<file path="src/rtl/seq_alu_pkg.sv">
// seq_alu_pkg: opcode encoding, FSM states and opcode helpers shared by the seq_alu slice
package seq_alu_pkg;
  localparam logic [2:0] OP_PASS = 3'd0;
  localparam logic [2:0] OP_ADD  = 3'd1;
  localparam logic [2:0] OP_SUB  = 3'd2;
  localparam logic [2:0] OP_DIV  = 3'd3;
  localparam logic [2:0] OP_MOD  = 3'd4;
  localparam logic [2:0] OP_SHL  = 3'd5;
  localparam logic [2:0] OP_SHR  = 3'd6;
  localparam logic [2:0] OP_GT   = 3'd7;
  typedef enum logic [1:0] {
    S_IDLE = 2'd0,
    S_DIV  = 2'd1,
    S_DONE = 2'd2
  } state_t;
  function automatic logic op_is_div(input logic [2:0] op);
    return op == OP_DIV || op == OP_MOD;
  endfunction
endpackage

</file>
<file path="src/rtl/seq_alu_div.sv">
// seq_alu_div: restoring radix-2 unsigned divider, one quotient bit per cycle over W cycles
module seq_alu_div #(
  parameter int W = 4
) (
  input  logic         clk,
  input  logic         rst_n,
  input  logic         start,
  input  logic [W-1:0] a,
  input  logic [W-1:0] b,
  output logic         busy,
  output logic         done,
  output logic [W-1:0] quotient,
  output logic [W-1:0] rem
);
  localparam int CW = $clog2(W + 1);
  logic [W-1:0]  dvs;
  logic [CW-1:0] cnt;
  logic [W:0]    trial;
  logic          fits;
  // the dividend shifts out of the quotient register into the partial remainder
  assign trial = {rem, quotient[W-1]};
  assign fits  = trial >= {1'b0, dvs};
  // load on start, then one restoring step per cycle; done pulses with the last step
  always_ff @(posedge clk or negedge rst_n) begin
    if (!rst_n) begin
      busy     <= 1'b0;
      done     <= 1'b0;
      quotient <= '0;
      rem      <= '0;
      dvs      <= '0;
      cnt      <= '0;
    end else begin
      done <= 1'b0;
      if (start && !busy) begin
        busy     <= 1'b1;
        quotient <= a;
        rem      <= '0;
        dvs      <= b;
        cnt      <= CW'(W);
      end else if (busy) begin
        rem      <= fits ? W'(trial - {1'b0, dvs}) : trial[W-1:0];
        quotient <= {quotient[W-2:0], fits};
        cnt      <= cnt - 1'b1;
        busy     <= cnt != CW'(1);
        done     <= cnt == CW'(1);
      end
    end
  end
endmodule

</file>
<file path="src/rtl/seq_alu.sv">
// seq_alu: registered W-bit ALU with valid/ready handshake and a multi-cycle divider for DIV/MOD
module seq_alu
  import seq_alu_pkg::*;
#(
  parameter int W   = 4,
  parameter int OPW = 3
) (
  input  logic           clk,
  input  logic           rst_n,
  input  logic           in_valid,
  output logic           in_ready,
  input  logic [W-1:0]   a,
  input  logic [W-1:0]   b,
  input  logic [OPW-1:0] select,
  output logic           out_valid,
  input  logic           out_ready,
  output logic [W:0]     out,
  output logic           div_zero
);
  state_t       state, nxt;
  logic         en, acc, div_go, b_zero, is_mod, div_busy, div_done;
  logic [2:0]   op;
  logic [W-1:0] quo, rem_w;
  assign op     = 3'(select);
  assign b_zero = b == '0;
  assign acc    = in_valid & in_ready;
  assign div_go = acc & op_is_div(op) & !b_zero;
  function automatic logic [W:0] alu(input logic [2:0] o, input logic [W-1:0] x, input logic [W-1:0] y);
    logic [W:0] r;
    r = '0;
    case (o)
      OP_PASS: r = {1'b0, x};
      OP_ADD:  r = {1'b0, x} + {1'b0, y};
      OP_SUB:  r = {1'b0, x} - {1'b0, y};
      OP_DIV:  r = {1'b0, {W{1'b1}}};
      OP_MOD:  r = {1'b0, x};
      OP_SHL:  r = {x, 1'b0};
      OP_SHR:  r = {2'b00, x[W-1:1]};
      OP_GT:   r = {{W{1'b0}}, x > y};
      default: r = '0;
    endcase
    return r;
  endfunction
  seq_alu_div #(.W(W)) u_div (
    .clk      (clk),
    .rst_n    (rst_n),
    .start    (div_go),
    .a        (a),
    .b        (b),
    .busy     (div_busy),
    .done     (div_done),
    .quotient (quo),
    .rem      (rem_w)
  );
  // in_ready stays low until the first clock after reset release
  always_ff @(posedge clk or negedge rst_n) begin
    if (!rst_n) en <= 1'b0;
    else en <= 1'b1;
  end
  // state register
  always_ff @(posedge clk or negedge rst_n) begin
    if (!rst_n) state <= S_IDLE;
    else state <= nxt;
  end
  // next state: DONE with a consumed result behaves like IDLE; a lost divider falls back to IDLE
  always_comb begin
    nxt = S_IDLE;
    case (state)
      S_IDLE, S_DONE: nxt = acc ? (div_go ? S_DIV : S_DONE) : (state == S_DONE && !out_ready) ? S_DONE : S_IDLE;
      S_DIV:          nxt = div_done ? S_DONE : div_busy ? S_DIV : S_IDLE;
      default:        nxt = S_IDLE;
    endcase
  end
  // handshake outputs decoded from state
  always_comb begin
    out_valid = state == S_DONE;
    in_ready  = en && (state == S_IDLE || (state == S_DONE && out_ready));
  end
  // result and flag capture: single-cycle ops on accept, divider result when it finishes
  always_ff @(posedge clk or negedge rst_n) begin
    if (!rst_n) begin
      out      <= '0;
      div_zero <= 1'b0;
      is_mod   <= 1'b0;
    end else if (acc) begin
      out      <= alu(op, a, b);
      div_zero <= op_is_div(op) & b_zero;
      is_mod   <= op == OP_MOD;
    end else if (state == S_DIV && div_done) begin
      out      <= {1'b0, is_mod ? rem_w : quo};
      div_zero <= 1'b0;
    end
  end
endmodule

</file>
<file path="config.mk">
export PLATFORM = sky130hd
export DESIGN_NAME = seq_alu
export DESIGN_NICKNAME = d
export VERILOG_FILES = /design/src/rtl/seq_alu_pkg.sv /design/src/rtl/seq_alu_div.sv /design/src/rtl/seq_alu.sv
export SDC_FILE = /design/constraint.sdc
export NUM_CORES = 1
export LEC_CHECK = 0
export ABC_AREA = 1
export BUFFER_PORTS_ARGS = -buffer_cell sky130_fd_sc_hd__buf_2
export CORE_MARGIN = 1.5
export CORE_UTILIZATION = 59
export CTS_CLUSTER_DIAMETER = 80
export DETAILED_ROUTE_END_ITERATION = 16
export PLACE_DENSITY = 0.8
export SYNTH_ARGS = -nofsm -noshare
export SYNTH_HDL_FRONTEND = slang
export SYNTH_SLANG_ARGS = --single-unit
</file>
<file path="constraint.sdc">
create_clock -name clk -period 2.13 [get_ports clk]
set_input_delay 0.426 -clock clk [delete_from_list [all_inputs] [get_ports clk]]
set_output_delay 0.426 -clock clk [all_outputs]
set_load 0.05 [all_outputs]
</file>
==> results of run 1 <==
-- cells in the mapped netlist --
library cell	number	area [um2]
xor2_1	2	17.52
o211ai_1	3	22.52
nor2_8	1	20.02
nand4_2	1	12.51
buf_1	1	3.750
nand3_1	27	135.1
nand2_2	1	6.260
a21oi_1	10	50.05
and3_1	1	6.260
nand3_4	1	17.52
xnor2_1	1	8.760
o21ai_1	1	5.000
nand3_2	10	100.1
nor3_1	1	5.000
nand4_1	8	50.05
nand2_1	68	255.2
dfrtp_1	27	675.7
conb_1	1	3.750
a21oi_2	1	8.760
fa_1	3	60.06
buf_2	5	25.02
nand3b_1	2	15.01
buf_6	1	11.26
ha_1	14	175.2
or2_2	2	12.51
nor2_1	24	90.09
o21ai_0	15	75.07
o21ai_4	1	16.27
nand2_4	1	11.26
o31ai_1	3	22.52
inv_2	1	3.750
nor2_2	1	6.260
inv_1	38	142.6
-- sequential cells by signal (all words and copies together) (netlist names) --
register / cells
div_zero: 1
en: 1
is_mod: 1
out: 5
state: 2
u_div.busy: 1
u_div.cnt: 3
u_div.done: 1
u_div.dvs: 4
u_div.quotient: 4
u_div.rem: 4
-- kinds of logic after synthesis --
family / count (synthesis) / synth area share, %
adder cells (fa/ha/maj): 17 / 11.36
other: 1 / 0.1811
AO/OA/AOI/OAI: 34 / 9.668
buffers and inverters: 46 / 9.003
XOR/XNOR: 3 / 1.269
AND/OR/NAND/NOR: 149 / 35.89
flip-flops: 27 / 32.63
-- through the flow --
step	hold slack, ns	setup WS (ns)	cell area [um2]	util, %	power [mW]
after detailed placement	0.4445	0.2842	2221	66.03	2.273
after global placement	0.4370	0.3280	2221	66.03	2.204
final	0.07713	0.3041	2247	66.82	2.506
after global routing	0.1079	0.2184	2247	66.82	2.729
after CTS	0.09773	0.3685	2247	66.82	2.498
after floorplan	0.1304	0.5459	2071	-	1.930
-- area by class of cell --
class                   count  area share [%]
clock buffers               4           1.169
inverters                  39           6.514
multi-input cells         204           53.79
flip-flops and latches     27           30.07
well taps                  46           2.561
repair buffers             25           5.902
-- metal layers --
layer / global-route usage, % / vias to the layer above / wire (um)
li1: - / 947 / -
met1: 37.13 / 882 / 2234
met2: 47.83 / 62 / 2357
met3: 2.899 / 12 / 235
met4: 7.222 / 0 / 109
met5: 0 / - / 0
-- power breakdown --
group	internal, mW	switching (mW)
Sequential	0.711	0.189
Clock	0.0735	0.153
Combinational	0.493	0.885
Total	1.28	1.23
-- worst min-delay path by stage --
stage / cells after the start / slack (ns) / start / endpoint
floorplan: 0 / 0.13 / rst_n / div_zero
global placement: 1 / 0.44 / u_div.done / state[0]
detailed placement: 1 / 0.44 / u_div.done / state[0]
CTS: 1 / 0.1 / rst_n / u_div.rem[1]
global route: 1 / 0.11 / rst_n / en
finish: 1 / 0.08 / rst_n / u_div.dvs[0]
-- critical path, cell delays in order (launching register included) --
cell and delay [ns]:
dfrtp_1 0.46, ha_1 0.37, nand2_1 0.09, nor2_1 0.04
nor2_1 0.35, nand2_1 0.21, nand2_1 0.10, nand3_1 0.07
nand2_1 0.08
==> summary.md, run 1 <==
| Metric | Value |
|---|---|
| DR pass1 iterations | 5 |
| Initial DRC Count | 103 |
| Vias in the first global route | 1853 |
| Post-CTS Setup Inserts | 0 |
| Crit path DAT | 2.11 ns |
| Worst setup path end | u_div.rem[1] |
| Crit-path max FO | 6 |
| Post-layout min period | 1.826 ns |
| Average routed wire per standard cell | 14.31 um |
| CTS tree | yes |
| CTS Buffer Depth | 2 |
| H-Tree Depth | 1 |
| Kind of end point of the critical path | flip-flop |
| Beginning of the critical path | u_div.rem[1] |
| DRT antenna net count | 0 |
| Num ports | 23 |
| Largest net degree at the start of global routing | 28 |
| Max Cap Violations | 0 |
| Multi-input logic area | 1209 um2 |
| Status | completed |
| Hold Crit Class | in -> async |
| Via count | 1903 |
| Mapped Area | 2071 um2 |
| Average size of a mapped cell | 7.476 um2 |
| Crit share post-route | 85.72% |
| R2R Path Start | u_div.rem[1] |
| # rows | 21 |
| Reg area | 675.6 um2 |
| Root buffer cell | clkbuf_4 |
| Syn. warnings | 0 |
| Commonest cells after routing, fill and taps aside | nand2_1, inv_1, nand3_1, dfrtp_1, nor2_1 |
| Syn Nets | 309 |
| RSZ-0062 raised after global routing | no |
| Drt via density | 5.516 |
| Post-DP HPWL | 3.878 mm |
| Die Wd | 62.24 um |
| Max VDD drop | 0.4479 mV |
| Worst r2r dst | u_div.rem[1] |
| Final hold viol count | 0 |
| Total track usage | 27.62% |
| Startpoint Class | flip-flop |
| Fmax | 547.7 MHz |
| # placed instances | 341 |
| Setup_tns | 0 ns |
| Filler Cell Count | 349 |
| Placer congestion estimate | 1.015 |
| Syn-to-layout area delta | 8.520% |
| Initial antenna violation count | 0 |
| Clock skew | 0.01076 ns |
| CTS buffer count | 3 |
| Fin nets | 332 |
| First-pass GRT wire length | 8.569 mm |
| Setup-violating endpoint count in the final report | 0 |
| Max-slew violation count | 0 |
| Power per Cell Area | 1115 nW/um2 |
| Worst-path clk slew | 0.15 ns |
| Measured slew at the worst slew-check pin | 0.5947 ns |
| Die ar. | 3874 um2 |
| Sink Count | 27 |
| Cells after Synth | 277 |
| CP Class | reg -> reg |
| Register bit total from synthesis | 27 |
| PortBufs | 22 |
| DR DRC count | 0 |
| Skew-Pair Late Insertion Delay | 0.33 ns |
| Slew margin rel. | 60.35% |
| Gr ovfl total | 0 |
| Post-cts sizing count | 0 |
| Initial Util | 61.57% |
| Final cell count without fillers | 345 |
| Required time worst endpoint | 2.41 ns |
| Most common cell after layout, fill and taps aside | nand2_1 |
| Leakage power | 1.218 nW |
| Post-CTS Hold Fix Bufs | 0 |
| Total core area | 3363 um2 |
| Die H | 62.24 um |
| Share of cells above drive strength 1 | 16.39% |
| N_diodes | 0 |
| Share of the yosys chip area belonging to registers | 32.63% |
| Flop2flop setup slack | 0.30 ns |
| Unique masters post-synth | 33 |
| WL final | 4.937 mm |
| Worst r2r path cells | 8 |
(Power assumes the default switching activity.)
==> run 2, diff against run 1 <==
- CORE_UTILIZATION: 59 -> 53
- PLACE_DENSITY: 0.8 -> 0.76
- clock period: 2.13 -> 1.65 ns (I/O delays scaled with it)
==> summary.md, run 2 (same netlist as run 1, synthesis figures left out) <==
| Metric | Value |
|---|---|
| Status | completed |
| Share of cells above drive strength 1 | 22.15% |
| Initial Util | 55.72% |
| DRT antenna net count | 0 |
| Num ports | 23 |
| DR DRC count | 0 |
| Dpl cell area | 2351 um2 |
| CTS buffer count | 3 |
| Measured slew at the worst slew-check pin | 0.5946 ns |
| Syn-to-layout area delta | 16.74% |
| Hold Crit Class | in -> async |
| Max Cap Violations | 0 |
| DR pass1 iterations | 4 |
| Clock skew | 0.001820 ns |
| Average routed wire per standard cell | 13.23 um |
| Largest net degree at the start of global routing | 28 |
| Final instance area | 2417 um2 |
| CP max stage cell | dfrtp_1 |
| Required time worst endpoint | 1.81 ns |
| Crit-path max FO | 5 |
| Initial DRC Count | 156 |
| Fin nets | 349 |
| Final worst slack | 0.1015 ns |
| H-Tree Depth | 1 |
| Sink Count | 27 |
| Filler Cell Count | 338 |
| Vias in the first global route | 1876 |
| Die H | 65.51 um |
| Post-DP HPWL | 3.902 mm |
| Largest register by flop count | out |
| CP most frequent cell | nand3_1 |
| Final cell count without fillers | 364 |
| Crit share post-route | 93.85% |
| Total track usage | 25.56% |
| Placer congestion estimate | 0.9287 |
| CTS Buffer Depth | 2 |
| Final hold viol count | 0 |
| Most common cell after layout, fill and taps aside | nand2_1 |
| Fmax | 645.8 MHz |
| CTS tree | yes |
| Startpoint Class | flip-flop |
| CP Class | reg -> reg |
| Crit-path cells | inv_1 > ha_1 > or2_2 > nor2_2 > buf_4 > nand3_1 > nand3_1 > nand2_1 |
| Max-slew violation count | 0 |
| Die Wd | 65.51 um |
| # rows | 22 |
| Setup_tns | 0 ns |
| Initial antenna violation count | 0 |
| N_diodes | 0 |
| Pre-CTS WS | -0.05358 ns |
| Post-layout min period | 1.549 ns |
| Power per Cell Area | 1458 nW/um2 |
| # placed instances | 360 |
| Post-CTS Hold Fix Bufs | 0 |
| Via count | 1871 |
| Drt via density | 5.140 |
| Setup-violating endpoint count in the final report | 0 |
| Root buffer cell | clkbuf_8 |
| Total core area | 3716 um2 |
| RSZ-0062 raised after global routing | yes |
| Post-cts sizing count | 1 |
| Max VDD drop | 0.5934 mV |
| Kind of end point of the critical path | flip-flop |
| Commonest cells after routing, fill and taps aside | nand2_1, inv_1, nand3_1, dfrtp_1, nor2_1 |
| Slew margin rel. | 60.36% |
| Worst-path clk slew | 0.09 ns |
| WL final | 4.814 mm |
| Skew-Pair Late Insertion Delay | 0.27 ns |
| First-pass GRT wire length | 8.473 mm |
| Max stage delay on crit path | 0.36 ns |
| Crit path DAT | 1.71 ns |
| Post-CTS Setup Inserts | 0 |
| PortBufs | 22 |
| Die ar. | 4291 um2 |
| Max reg flops | 5 |
| Leakage power | 1.309 nW |
| Gr ovfl total | 0 |
run 2: worst max-delay path, delay by kind of cell (launching register included):
family	cells	cell delay, ns
adder cells (fa/ha/maj)	1	0.16
buffers and inverters	2	0.21
flip-flops	1	0.36
AND/OR/NAND/NOR	5	0.71
run 2: power by group:
part           switching (mW)  internal, mW  total (mW)
Sequential              0.191         0.921        1.11
Clock                   0.197         0.173       0.370
Combinational            1.23         0.810        2.04
run 2: path summary, 6_finish.rpt:
path	slack (ns)	depth (start not counted)	from	endpoint
min in group clk	0.37	3	b[3]	u_div.dvs[3]
min	0.06	1	rst_n	en
max in group asynchronous	1.21	1	rst_n	u_div.cnt[1]
max	0.10	8	u_div.dvs[3]	u_div.rem[1]
max reg2reg	0.10	8	u_div.dvs[3]	u_div.rem[1]
min reg2reg	0.45	1	u_div.done	state[0]
run 2: stage by stage:
step | power, mW | hold slack [ns] | util [%]
final | 3.525 | 0.05507 | 65.05
after floorplan | 2.492 | 0.03441 | -
after CTS | 3.452 | 0.07548 | 64.55
after global placement | 2.984 | 0.3666 | 63.27
after global routing | 3.850 | 0.09993 | 65.05
after detailed placement | 3.067 | 0.3670 | 63.27
run 2: layer usage:
metal | share of wire [%] | GRT usage [%] | vias to the layer above | routed length [um]
met1 | 46 | 34.10 | 842 | 2237
met3 | 2.8 | 3.082 | 7 | 133
met4 | 1.3 | 7.552 | 0 | 61
li1 | - | - | 978 | -
met2 | 49 | 43.49 | 44 | 2381
met5 | 0 | 0 | - | 0
run 2: final cells by class:
type                            count  area, um2  share of cell area [%]
Tap cell                           48      60.06                   2.484
Timing Repair Buffer               42      260.3                   10.77
Multi-Input combinational cell    204       1230                   50.88
Inverter                           39      146.4                   6.056
Sequential cell                    27      675.6                   27.95
Clock buffer                        4      45.04                   1.863
==> run 3, diff against run 2 <==
- CORE_UTILIZATION: 53 -> 58
- PLACE_DENSITY: 0.76 -> 0.79
- SYNTH_HIERARCHICAL: not set -> 1
- TNS_END_PERCENT: not set -> 50
- clock period: 1.65 -> 1.55 ns (I/O delays scaled with it)
==> summary.md, run 3 <==
| Metric | Value |
|---|---|
| Crit-path cells | inv_2 > nand2_2 > nor2_4 > buf_8 |
| Unique masters post-synth | 32 |
| Mapped Area | 2011 um2 |
| CTS buffer count | 3 |
| Synth top area share | 33.60% |
| Prevailing post-synth register cell | dfrtp_1 |
| Max-slew violation count | 0 |
| Delay-heaviest family, CP | flip-flops |
| Die H | 61.88 um |
| Via count | 2063 |
| Hold depth | 3 |
| Crit path DAT | 1.25 ns |
| Syn Nets | 312 |
| Setup-violating endpoint count in the final report | 1 |
| Startpoint Class | flip-flop |
| Synth top cells by count | nand2_1, inv_1, nand3_1, dfrtp_1, nor2_1 |
| CP max stage cell | dfrtp_1 |
| Power per Cell Area | 1494 nW/um2 |
| Setup_tns | -0.009872 ns |
| First-pass GRT wire length | 7.948 mm |
| Initial antenna violation count | 0 |
| Die Wd | 61.88 um |
| Fin nets | 374 |
| Syn-to-layout area delta | 27.01% |
| Measured slew at the worst slew-check pin | 0.5895 ns |
| CTS Buffer Depth | 2 |
| Average routed wire per standard cell | 13.94 um |
| Die ar. | 3829 um2 |
| Commonest cells after routing, fill and taps aside | nand2_1, buf_4, inv_1 |
| Root buffer cell | clkbuf_4 |
| Worst-path clk slew | 0.15 ns |
| Slew margin rel. | 60.70% |
| Drt via density | 5.331 |
| Gr ovfl total | 0 |
| Placer congestion estimate | 0.9351 |
| Initial DRC Count | 183 |
| Largest register by flop count | out |
| Top-count cell post-synth | nand2_1 |
| Register bit total from synthesis | 27 |
| Fmax | 641.1 MHz |
| Vias in the first global route | 1894 |
| Max Cap Violations | 0 |
| WL final | 5.394 mm |
| Most common cell after layout, fill and taps aside | nand2_1 |
| H-Tree Depth | 1 |
| DRT antenna net count | 0 |
| Dpl cell area | 2376 um2 |
| Max reg flops | 5 |
| Final hold viol count | 0 |
| Post-synth top area cell | dfrtp_1 |
| Share of cells above drive strength 1 | 28.74% |
| CTS tree | yes |
| Cells after Synth | 280 |
| Synth area leaders | dfrtp_1, nand2_1, ha_1 |
| Final worst slack | -0.009872 ns |
| CP Class | reg -> out |
| Crit-path max FO | 3 |
| Required time worst endpoint | 1.24 ns |
| Max stage delay on crit path | 0.45 ns |
| Initial Util | 60.25% |
| Max VDD drop | 0.7887 mV |
| Crit share post-route | 100.6% |
| Share of the yosys chip area belonging to registers | 33.60% |
| Kind of end point of the critical path | output port |
| CP Buf/Inv Count | 2 |
| Final instance area | 2554 um2 |
| Largest net degree at the start of global routing | 28 |
| Critical path depth in cells | 4 |
| Total track usage | 28.23% |
| Clock skew | 0.004798 ns |
| Leakage power | 1.384 nW |
| Hold Crit Class | in -> reg |
| Average size of a mapped cell | 7.181 um2 |
| Worst r2r path cells | 11 |
| Sink Count | 27 |
| Syn. warnings | 6 |
| # rows | 21 |
| Post-DP HPWL | 3.989 mm |
| Total core area | 3337 um2 |
| Number of synthesized flops with an enable pin | 0 |
| Status | complete, but fails checks |
| Num ports | 23 |
| Failing checks | negative setup slack |
| DR pass1 iterations | 4 |
| DR DRC count | 0 |
| N_diodes | 0 |
| RSZ-0062 raised after global routing | yes |
| Post-layout min period | 1.560 ns |
| Asr flop ratio synth | 100.0% |
| Skew-Pair Late Insertion Delay | 0.34 ns |
| PortBufs | 22 |
==> run 3: changes by cell type in the layout (fill, tap and decap cells not counted), sizes merged, moves of 3 or more <==
cell,delta
inv,+5
nor2,+4
nand4,-6
nand2,+7
buf,+20
o31ai,-3
==> run 3: tightest hold or removal path, delay by kind of cell <==
kind / cells / cell delay, ns
compound gates: 1 / 0.06
buf+inv: 1 / 0.13
simple gates: 1 / 0.07
==> run 3: through the flow <==
stage / util (%) / setup WS (ns) / hold WS, ns / power [mW] / std cells
finish: 76.53 / -0.009872 / 0.2524 / 3.815 / 387
detailed placement: 71.20 / -0.1544 / 0.3447 / 3.128 / 374
global placement: 71.20 / -0.1300 / 0.3491 / 3.046 / 374
floorplan: - / 0.002861 / 0.01441 / 2.556 / 280
global route: 76.53 / -0.05942 / 0.2754 / 4.108 / 387
CTS: 72.44 / 0.009502 / 0.2609 / 3.436 / 379
==> run 3: layer usage <==
| layer | wire length (um) | vias up | GRT usage (%) |
|---|---|---|---|
| met5 | 0 | - | 0 |
| met4 | 112 | 0 | 9.422 |
| met3 | 344 | 15 | 3.934 |
| met2 | 2764 | 90 | 51.28 |
| met1 | 2172 | 957 | 34.16 |
| li1 | - | 1001 | - |
==> run 3: where the power goes <==
group | internal (mW) | switching [mW]
Sequential | 0.960 | 0.227
Clock | 0.101 | 0.217
Combinational | 0.978 | 1.33
==> run 3: final timing paths <==
check / endpoint / slack, ns / start
setup / recovery: in_ready / -0.01 / state[0]
hold / removal: u_div/dvs[1] / 0.25 / b[1]
setup reg to reg: u_div/rem[3] / 0.03 / state[0]
hold reg to reg: u_div/done / 0.49 / u_div/cnt[2]
max in group asynchronous: state[1] / 0.67 / rst_n
min in group asynchronous: u_div/rem[0] / 0.49 / rst_n
==> run 3: area by class of cell <==
class                      count  area (um2)
inverter                      46       182.7
multi-input combinational    201        1177
tap                           46       57.56
clock buffer                   4       26.28
sequential                    27       675.6
timing repair buffer          63       434.2
fill                         259       783.3
==> run 3: cell families after synthesis <==
kind of cell,synth area share [%]
simple gates,33.04
buf+inv,11.08
compound gates,9.085
flops,33.60
fa+ha+maj,11.70
xor+xnor,1.307
other cells,0.1865
==> run 3: timing repair <==
action	4_1_cts	5_1_grt
hold buffers	1	0
gates resized for setup	2	14
pin swaps	0	5
setup endpoints to repair	2	16
hold endpoints to repair	27	0
buffers inserted	0	8
